**config.mk**
```make
export PLATFORM = sky130hd
export DESIGN_NAME = mmio_uart_tx
export DESIGN_NICKNAME = d
export VERILOG_FILES = /design/src/rtl/mmio_uart_tx.sv
export SDC_FILE = /design/constraint.sdc
export NUM_CORES = 1
export LEC_CHECK = 0
export CAP_MARGIN = 20
export CORE_UTILIZATION = 45
export CTS_CLUSTER_DIAMETER = 120
export DETAILED_ROUTE_END_ITERATION = 16
export PLACE_DENSITY = 0.79
export SLEW_MARGIN = 0
export SYNTH_ARGS = -nofsm -noshare
export SYNTH_HDL_FRONTEND = slang
export SYNTH_SLANG_ARGS = --single-unit
```
**constraint.sdc**
```tcl
create_clock -name clk -period 3.1 [get_ports clk]
set_clock_uncertainty 0.2 [all_clocks]
set_input_delay 0.62 -clock clk [delete_from_list [all_inputs] [get_ports clk]]
set_output_delay 0.62 -clock clk [all_outputs]
set_load 0.01 [all_outputs]
```
**src/rtl/mmio_uart_tx.sv**
```systemverilog
// Memory-mapped 8N1 UART transmitter: a two-register bus window feeds a byte FIFO,
// and a START/DATA/STOP shifter drives a registered serial line, LSB first.
module mmio_uart_tx #(
  parameter int          CLK_DIV    = 4,
  parameter int          FIFO_DEPTH = 8,
  parameter logic [31:0] BASE_ADDR  = 32'h0000_1000
) (
  input  logic        clk,
  input  logic        rst,
  input  logic [31:0] mem_addr,
  input  logic [31:0] mem_wdata,
  input  logic        mem_we,
  input  logic        mem_re,
  output logic [31:0] mem_rdata,
  output logic        tx,
  output logic        tx_busy
);

  localparam int PW = $clog2(FIFO_DEPTH);
  localparam int CW = PW + 1;
  localparam int DW = $clog2(CLK_DIV);

  typedef enum logic [1:0] {IDLE, START, DATA, STOP} state_t;

  state_t        state, state_nxt;
  logic [7:0]    fifo_mem [FIFO_DEPTH];
  logic [PW-1:0] wr_ptr, rd_ptr;
  logic [CW-1:0] count;
  logic          overflow;
  logic [DW-1:0] div_cnt, div_nxt;
  logic [2:0]    bit_idx, bit_nxt;
  logic [7:0]    shift;
  logic          tx_q, tx_nxt;
  logic          sel, push, push_ok, pop, stat_wr, shift_en;
  logic          full, empty, div_last, frame_active;
  logic          unused_bits;

  function automatic logic [3:0] sat_count(input logic [CW-1:0] c);
    logic [31:0] cw;
    cw = 32'(c);
    return (cw > 32'd15) ? 4'hF : cw[3:0];
  endfunction

  assign unused_bits  = ^{mem_wdata[31:8], mem_addr[1:0]};
  assign sel          = (mem_addr[31:3] == BASE_ADDR[31:3]);
  assign push         = sel & mem_we & ~mem_addr[2];
  assign stat_wr      = sel & mem_we & mem_addr[2];
  assign full         = (count == CW'(FIFO_DEPTH));
  assign empty        = (count == '0);
  // A push into a full FIFO is only accepted when the same edge frees a slot.
  assign push_ok      = push & (~full | pop);
  assign div_last     = (div_cnt == DW'(CLK_DIV - 1));
  assign frame_active = (state != IDLE);

  assign tx        = tx_q;
  assign tx_busy   = frame_active | ~empty;
  assign mem_rdata = (mem_re & sel & mem_addr[2]) ?
                     {24'h0, sat_count(count), overflow, frame_active, empty, full} : 32'h0;

  always_comb begin
    state_nxt = state;
    div_nxt   = div_cnt;
    bit_nxt   = bit_idx;
    tx_nxt    = tx_q;
    pop       = 1'b0;
    shift_en  = 1'b0;
    case (state)
      IDLE: begin
        tx_nxt  = 1'b1;
        div_nxt = '0;
        if (!empty) begin
          pop       = 1'b1;
          state_nxt = START;
          tx_nxt    = 1'b0;
        end
      end
      START: begin
        if (div_last) begin
          div_nxt   = '0;
          bit_nxt   = '0;
          state_nxt = DATA;
          tx_nxt    = shift[0];
        end else begin
          div_nxt = div_cnt + 1'b1;
        end
      end
      DATA: begin
        if (div_last) begin
          div_nxt  = '0;
          shift_en = 1'b1;
          if (bit_idx == 3'd7) begin
            state_nxt = STOP;
            tx_nxt    = 1'b1;
          end else begin
            bit_nxt = bit_idx + 3'd1;
            tx_nxt  = shift[1];
          end
        end else begin
          div_nxt = div_cnt + 1'b1;
        end
      end
      STOP: begin
        if (div_last) begin
          div_nxt = '0;
          if (!empty) begin
            pop       = 1'b1;
            state_nxt = START;
            tx_nxt    = 1'b0;
          end else begin
            state_nxt = IDLE;
            tx_nxt    = 1'b1;
          end
        end else begin
          div_nxt = div_cnt + 1'b1;
        end
      end
      default: state_nxt = IDLE;
    endcase
  end

  always_ff @(posedge clk) begin
    if (rst) begin
      state    <= IDLE;
      wr_ptr   <= '0;
      rd_ptr   <= '0;
      count    <= '0;
      overflow <= 1'b0;
      div_cnt  <= '0;
      bit_idx  <= '0;
      tx_q     <= 1'b1;
    end else begin
      state   <= state_nxt;
      div_cnt <= div_nxt;
      bit_idx <= bit_nxt;
      tx_q    <= tx_nxt;
      if (push_ok) wr_ptr <= wr_ptr + 1'b1;
      if (pop)     rd_ptr <= rd_ptr + 1'b1;
      count <= count + CW'(push_ok) - CW'(pop);
      if (stat_wr)
        overflow <= 1'b0;
      else if (push & ~push_ok)
        overflow <= 1'b1;
    end
  end

  // Byte storage and shifter carry data only, so they are left out of reset.
  always_ff @(posedge clk) begin
    if (push_ok) fifo_mem[wr_ptr] <= mem_wdata[7:0];
    if (pop)
      shift <= fifo_mem[rd_ptr];
    else if (shift_en)
      shift <= {1'b0, shift[7:1]};
  end

endmodule

```
==> results of run 1 <==
[timing repair]
action / CTS / global route
setup buffers: 3 / 0
pin swaps: 10 / 11
gates resized for setup: 38 / 26
endpoints found under the setup margin: 11 / 17
[placed cells by master (no fill, tap or decap), types with 3 or more instances in the layout]
cell	count
nor4_4	5
inv_1	9
o21ai_0	6
ha_1	12
dlymetal6s2s_1	11
nor2b_1	4
nand2_1	6
inv_2	3
clkbuf_8	9
conb_1	24
and2_1	3
clkbuf_2	4
xnor2_1	3
nor4_2	4
dlygate4sd2_1	5
a21oi_1	13
nor3b_1	5
nor4_1	5
clkdlybuf4s50_1	27
mux2i_1	11
mux4_2	16
buf_4	26
nor2_1	24
nand2b_1	3
nor3_1	6
dfxtp_1	20
edfxtp_1	72
inv_8	3
[state kept, by name (all words and copies together) (netlist names), named ones only]
name / cells
state: 2
overflow: 1
shift: 8
wr_ptr: 3
rd_ptr: 3
tx: 1
fifo_mem: 64
bit_idx: 3
count: 4
div_cnt: 2
[worst reg2reg max path: cells and delay by family, from the launching register on]
kind	cells	cell delay (ns)
AOI/OAI and AO/OA	1	0.22
xor gates and xnor gates	1	0.15
adders and majority gates	4	0.98
buffers and inverters	3	0.15
DFF	1	0.34
and+or+nand+nor	3	0.82
[layout make-up]
class / count / area [µm²] / share of cell area
sequential: 94 / 2610 / 0.483
multi-input combinational: 185 / 1670 / 0.309
timing repair buffer: 78 / 716 / 0.133
tap: 129 / 161 / 0.0299
clock buffer: 9 / 124 / 0.0230
clock inverter: 7 / 75.1 / 0.0139
inverter: 12 / 45.0 / 0.00835
[kinds of logic (layout without fill, tap and decap cells)]
group                      after synthesis  after routing
xor gates and xnor gates                 4              4
buffers and inverters                   46            106
other                                    1             24
and+or+nand+nor                         83             83
DFF                                     94             94
muxes                                   29             29
AOI/OAI and AO/OA                       28             28
adders and majority gates               17             17
[layer usage]
layer / up-vias / GRT usage / wire (µm)
li1: 1249 / - / -
met1: 1253 / 0.223 / 3430
met2: 65 / 0.305 / 4270
met3: 6 / 0.0313 / 297
met4: 0 / 0.0690 / 106
met5: - / 0 / 0
[power breakdown]
| group | leakage (µW) | switching (µW) | internal, µW | total [µW] |
|---|---|---|---|---|
| logic | 0.00105 | 550 | 556 | 1110 |
| clock network | 0.0000985 | 467 | 319 | 786 |
| registers | 0.000831 | 93.0 | 1520 | 1620 |
[through the flow]
step | power (µW) | cell area, µm² | cells | setup TNS (ns) | worst slack (ns)
6_report | 3510 | 5390 | 514 | 0 | 0.0421
5_1_grt | 3730 | 5390 | 514 | -0.0269 | -0.0269
4_1_cts | 3530 | 5350 | 514 | 0 | 0.00200
3_5_place_dp | 2710 | 5080 | 495 | -16.52 | -0.503
3_3_place_gp | 2670 | 5080 | 495 | -12.09 | -0.439
2_1_floorplan | 2390 | 4450 | 325 | -2.59 | -0.150
[path summary, 6_finish.rpt]
path | cells after the start | start | endpoint | slack (ns)
min | 1 | div_cnt[0] | div_cnt[0] | 0.24
max | 11 | mem_addr[11] | count[2] | 0.04
max reg2reg | 12 | state[1] | count[2] | 0.14
min reg2reg | 1 | div_cnt[0] | div_cnt[0] | 0.24
==> summary.md, run 1 <==
| Metric | Value |
|---|---|
| Top_reg_cell synth | edfxtp_1 |
| Post-synthesis sequential area ratio | 0.604 |
| Number of cell rows | 35 |
| Async SR Flop Fraction | 0 |
| Clock root buffer master | clkbuf_8 |
| Slew @ Worst Pin | ~0.79 ns |
| Post-DP HPWL | 5560 µm |
| ANT nets after route | 0 |
| Hold WC Path Type | reg -> reg |
| First-pass GRT wire length | 13200 µm |
| 1st-iter DRT viols | around 120 |
| H-tree Lvls | 3 |
| Fin Hold WS | around 0.24 ns |
| Synthesized area | roughly 4300 µm² |
| Synth Area in XOR/XNOR | 0.00813 |
| Fin crit period | slightly above 3 ns |
| Mux cell area share after synthesis | 0.114 |
| Drc violations | 0 |
| Commonest cells in the netlist | 72 x edfxtp_1, 24 x buf_4, 24 x nor2_1 |
| Die Y | around 100 µm |
| FF+latch count, synth | 94 |
| Clk sinks | between 90 and 100 |
| Synth Area in Compound Gates | 0.0377 |
| Most frequent cell after synthesis | edfxtp_1 |
| Clock latency on the worst-skew pair | roughly 0.35 ns |
| Clock buffer count from CTS | 9 |
| Yosys warnings | 0 |
| Max clock buf depth | 2 |
| Max-Cap Viols | 0 |
| Initial core utilization | 0.466 |
| DRT Pass-1 Iters | 4 |
| GRT Total Usage | 0.177 |
| Synth top area share | 0.502 |
| Via-per-instance ratio | 5.01 |
| Post-Syn Instances | 302 |
| Final hold violations | 0 |
| Routability cong. | roughly 0.76 |
| Setup crit end kind | flop |
| Filler cell count | slightly below 700 |
| Area grow syn2layout | 25.1% |
| Final Max Slew Viols | 0 |
| Port bufs | 51 |
| Fin crit share | 0.986 |
| Die area | 9970 µm² |
| CP cell instances | clkdlybuf4s50_1, nor4_4, nand4_1, or4_4, ha_4, inv_1, ha_2, inv_2, fa_2, xor2_1, nor2_1 |
| CP Class | in -> reg |
| CP max FO | 2 |
| Vias in the first global route | 2640 |
| Die Wd | about 100 µm |
| Final #Nets | 465 |
| Final setup viols | 0 |
| CP arrival | 3.10 ns |
| Antenna violations before repair | 0 |
| Adder-Cell Fraction of Synth Area | 0.0511 |
| Wirelength per Cell | between 15 and 20 µm |
| CP peak stage delay | 0.55 ns |
| CORE AREA | 9240 µm² |
| Pwr Density | ~650 nW/µm² |
| Post-synthesis average cell area | approximately 14 µm² |
| Slew headroom | 0.471 |
| Unique masters post-synth | 46 |
| Crit path max-delay family | simple AND/OR/NAND/NOR gates |
| Simple-gate share of the synthesized area | 0.120 |
| Static leakage | between 0.0015 and 0.002 µW |
| VDD IR max | 0.000361 V |
| I/O pin count | 102 |
| CTS tree | yes |
| CP startpoint kind | input port |
| Share of post-route cells with drive strength above 1 | 0.255 |
| Worst path buffer plus inverter count | 3 |
| Vias | roughly 2600 |
| Hold_buf cts | 0 |
| WP data required | around 3.1 ns |
| Number of synthesized flops with an enable pin | 72 |
| GRT overflow | 0 |
| Slowest cell on crit path | or4_4 |
| Worst-path clk slew | approximately 0.1 ns |
| F_max | 327 MHz |
| Pin count of the biggest net entering global routing | 24 |
| Outcome | complete, no violations |
| Final WL | 8110 µm |
| Top area cells in the synthesized netlist | edfxtp_1 50%, dfxtp_1 10%, mux4_2 8.4%, ha_1 4.6%, buf_4 4.2% |
| Layout Utilization | 0.584 |
| Yosys top cell by area | edfxtp_1 |
| Largest family of logic cells by synthesized area | simple AND/OR/NAND/NOR gates |
| Ant. Diodes | 0 |
(Power assumes the default switching activity.)
==> run 2, diff against run 1 <==
- CORE_UTILIZATION: 45 -> 54
- PLACE_DENSITY: 0.79 -> 0.89
- clock period: 3.1 -> 3.55 ns (I/O delays scaled with it)
==> summary.md, run 2 (same netlist as run 1, synthesis figures left out) <==
| Metric | Value |
|---|---|
| Outcome | complete, no violations (unchanged) |
| Max-Cap Viols | 0 (unchanged) |
| Clk sinks | 94 (unchanged) |
| Die Wd | 91.3 µm (was 99.9 µm) |
| Post-DP HPWL | 5770 µm (was 5560 µm) |
| Number of cell rows | 32 (was 35) |
| Fin crit share | 0.966 |
| Slew headroom | 0.441 (was 0.471) |
| Clock buffer count from CTS | 9 (unchanged) |
| Static leakage | 0.00186 µW (was 0.00198 µW) |
| Vias in the first global route | 2723 (was 2640) |
| Placed cell count | 464 (was 495) |
| Most flops, register | fifo_mem (unchanged) |
| Fin crit period | ~3.4 ns |
| Power share of the sequential group | 0.472 (was 0.461) |
| Port bufs | 51 (unchanged) |
| Hold Startpoint | div_cnt[0] (unchanged) |
| Reg2reg start | state[1] (unchanged) |
| Layout Utilization | 0.673 (was 0.584) |
| I/O pin count | 102 (unchanged) |
| Non-filler instance count after layout | 481 (was 514) |
| Wirelength per Cell | 17.1 µm (was 15.8 µm) |
| Via-per-instance ratio | 5.52 (was 5.01) |
| Filler cell count | 508 (was 686) |
| Final #Nets | 459 (was 465) |
| Ant. Diodes | 0 (unchanged) |
| Hold WC Path Type | reg -> reg (unchanged) |
| Comb pwr share | 0.295 (was 0.315) |
| RSZ-0062 raised after global routing | false |
| ANT nets after route | 0 (unchanged) |
| Pint | 2050 µW (was 2400 µW) |
| GRT Total Usage | 0.217 (was 0.177) |
| Die Y | 91.3 µm (was 99.9 µm) |
| Setup Slack @ Placement | -0.267 ns (was -0.503 ns) |
| Max clock buf depth | 2 (unchanged) |
| Clock latency on the worst-skew pair | 0.37 ns (was 0.35 ns) |
| Final worst slack | 0.122 ns (was 0.0421 ns) |
| CP arrival | 3.45 ns (was 3.10 ns) |
| Vias | 2653 (was 2573) |
| Pwr Density | 576 nW/µm² (was 650 nW/µm²) |
| Final setup viols | 0 (unchanged) |
| Final hold violations | 0 (unchanged) |
| Initial core utilization | 0.558 (was 0.466) |
| 1st-iter DRT viols | 137 (was 117) |
| Drc violations | 0 (unchanged) |
| Setup tns final | 0 ns (unchanged) |
| Design Area, Final | 5200 µm² (was 5390 µm²) |
| Commonest non-fill, non-tap cell in the layout | edfxtp_1 (unchanged) |
| H-tree Lvls | 3 (unchanged) |
| Clock root buffer master | clkbuf_8 (unchanged) |
| CP startpoint kind | input port (unchanged) |
| Antenna violations before repair | 0 (unchanged) |
| CP Launch Point | mem_addr[18] (was mem_addr[11]) |
| Share of post-route cells with drive strength above 1 | 0.182 (was 0.255) |
| CP max FO | 2 (unchanged) |
| Switching Share | 0.317 (was 0.316) |
| Power share of the clock group | 0.233 (was 0.224) |
| CTS tree | yes (unchanged) |
| CP Class | in -> reg (unchanged) |
| VDD IR max | 0.000339 V (was 0.000361 V) |
| GRT overflow | 0 (unchanged) |
| CORE AREA | 7730 µm² (was 9240 µm²) |
| Hold_buf cts | 0 (unchanged) |
| WP data required | 3.58 ns (was 3.14 ns) |
| Slew @ Worst Pin | 0.836 ns (was 0.793 ns) |
| Largest regs | fifo_mem x64, shift x8, count x4 (unchanged) |
| Most frequent cells in the layout | 72 x edfxtp_1, 43 x clkdlybuf4s50_1, 24 x nor2_1, 24 x conb_1, 21 x dfxtp_1 (was 72 x edfxtp_1, 27 x clkdlybuf4s50_1, 26 x buf_4) |
| Worst-path clk slew | 0.10 ns (about the same) |
| Final Max Slew Viols | 0 (unchanged) |
| Routability cong. | 0.736 (was 0.761) |
| Final WL | 8240 µm (was 8110 µm) |
| DRT Pass-1 Iters | 4 (unchanged) |
| Die area | 8340 µm² (was 9970 µm²) |
| F_max | 292 MHz |
| Area grow syn2layout | 20.6% (was 25.1%) |
| Pin count of the biggest net entering global routing | 24 (unchanged) |
| First-pass GRT wire length | 13400 µm (was 13200 µm) |
| DP Area | 4970 µm² (was 5080 µm²) |
| Largest register FFs | 64 (unchanged) |
| Setup crit end kind | flop (unchanged) |
| Net Sw Power | 949 µW (was 1110 µW) |
-- run 2: per-layer routing --
metal	wire (µm)	global-route usage	up-vias	part of all wire
li1	-	-	1243	-
met1	3170	0.245	1307	0.39
met2	4540	0.391	87	0.55
met3	363	0.0486	16	0.044
met4	165	0.0979	0	0.020
met5	0	0	-	0
-- run 2: path summary, 6_finish.rpt --
path	endpoint	slack (ns)	cells past startpoint
setup / recovery	count[2]	0.12	12
hold / removal	div_cnt[0]	0.24	1
setup reg to reg	count[2]	0.16	12
hold reg to reg	div_cnt[0]	0.24	1
-- run 2: cell type report --
cell class | instances | area [µm²] | share of cell area
Clock buffer | 9 | 124 | 0.0238
Multi-Input combinational cell | 185 | 1540 | 0.297
Sequential cell | 94 | 2600 | 0.501
Timing Repair Buffer | 72 | 678 | 0.130
Tap cell | 102 | 128 | 0.0246
Clock inverter | 7 | 75.1 | 0.0144
Inverter | 12 | 45.0 | 0.00867
-- run 2: per-stage QoR --
step                power [µW]  hold WS [ns]
floorplan                 2070         0.208
CTS                       3020         0.245
global placement          2270         0.215
finish                    3000         0.238
detailed placement        2320         0.231
global route              3180         0.257
-- run 2: timing repair --
action                     4_1_cts  5_1_grt
setup buffers                    1        0
gates resized for setup          9        4
pin swaps                        2        3
setup endpoints to repair        8        3
-- run 2: worst max-delay path: stages --
cell and delay (ns):
clkdlybuf4s50_1 0.44, nor4_4 0.29, nand4_2 0.15, buf_4 0.17
or4_4 0.53, ha_1 0.30, inv_1 0.06, ha_1 0.17
inv_1 0.06, fa_1 0.38, xor2_1 0.15, nor2_1 0.05
-- run 2: power groups by stage --
stage	registers [µW]	clock network (µW)	logic, µW
floorplan	1390	0	674
finish	1410	699	884
CTS	1410	711	891
global route	1430	760	994
global placement	1430	0	841
detailed placement	1440	0	883
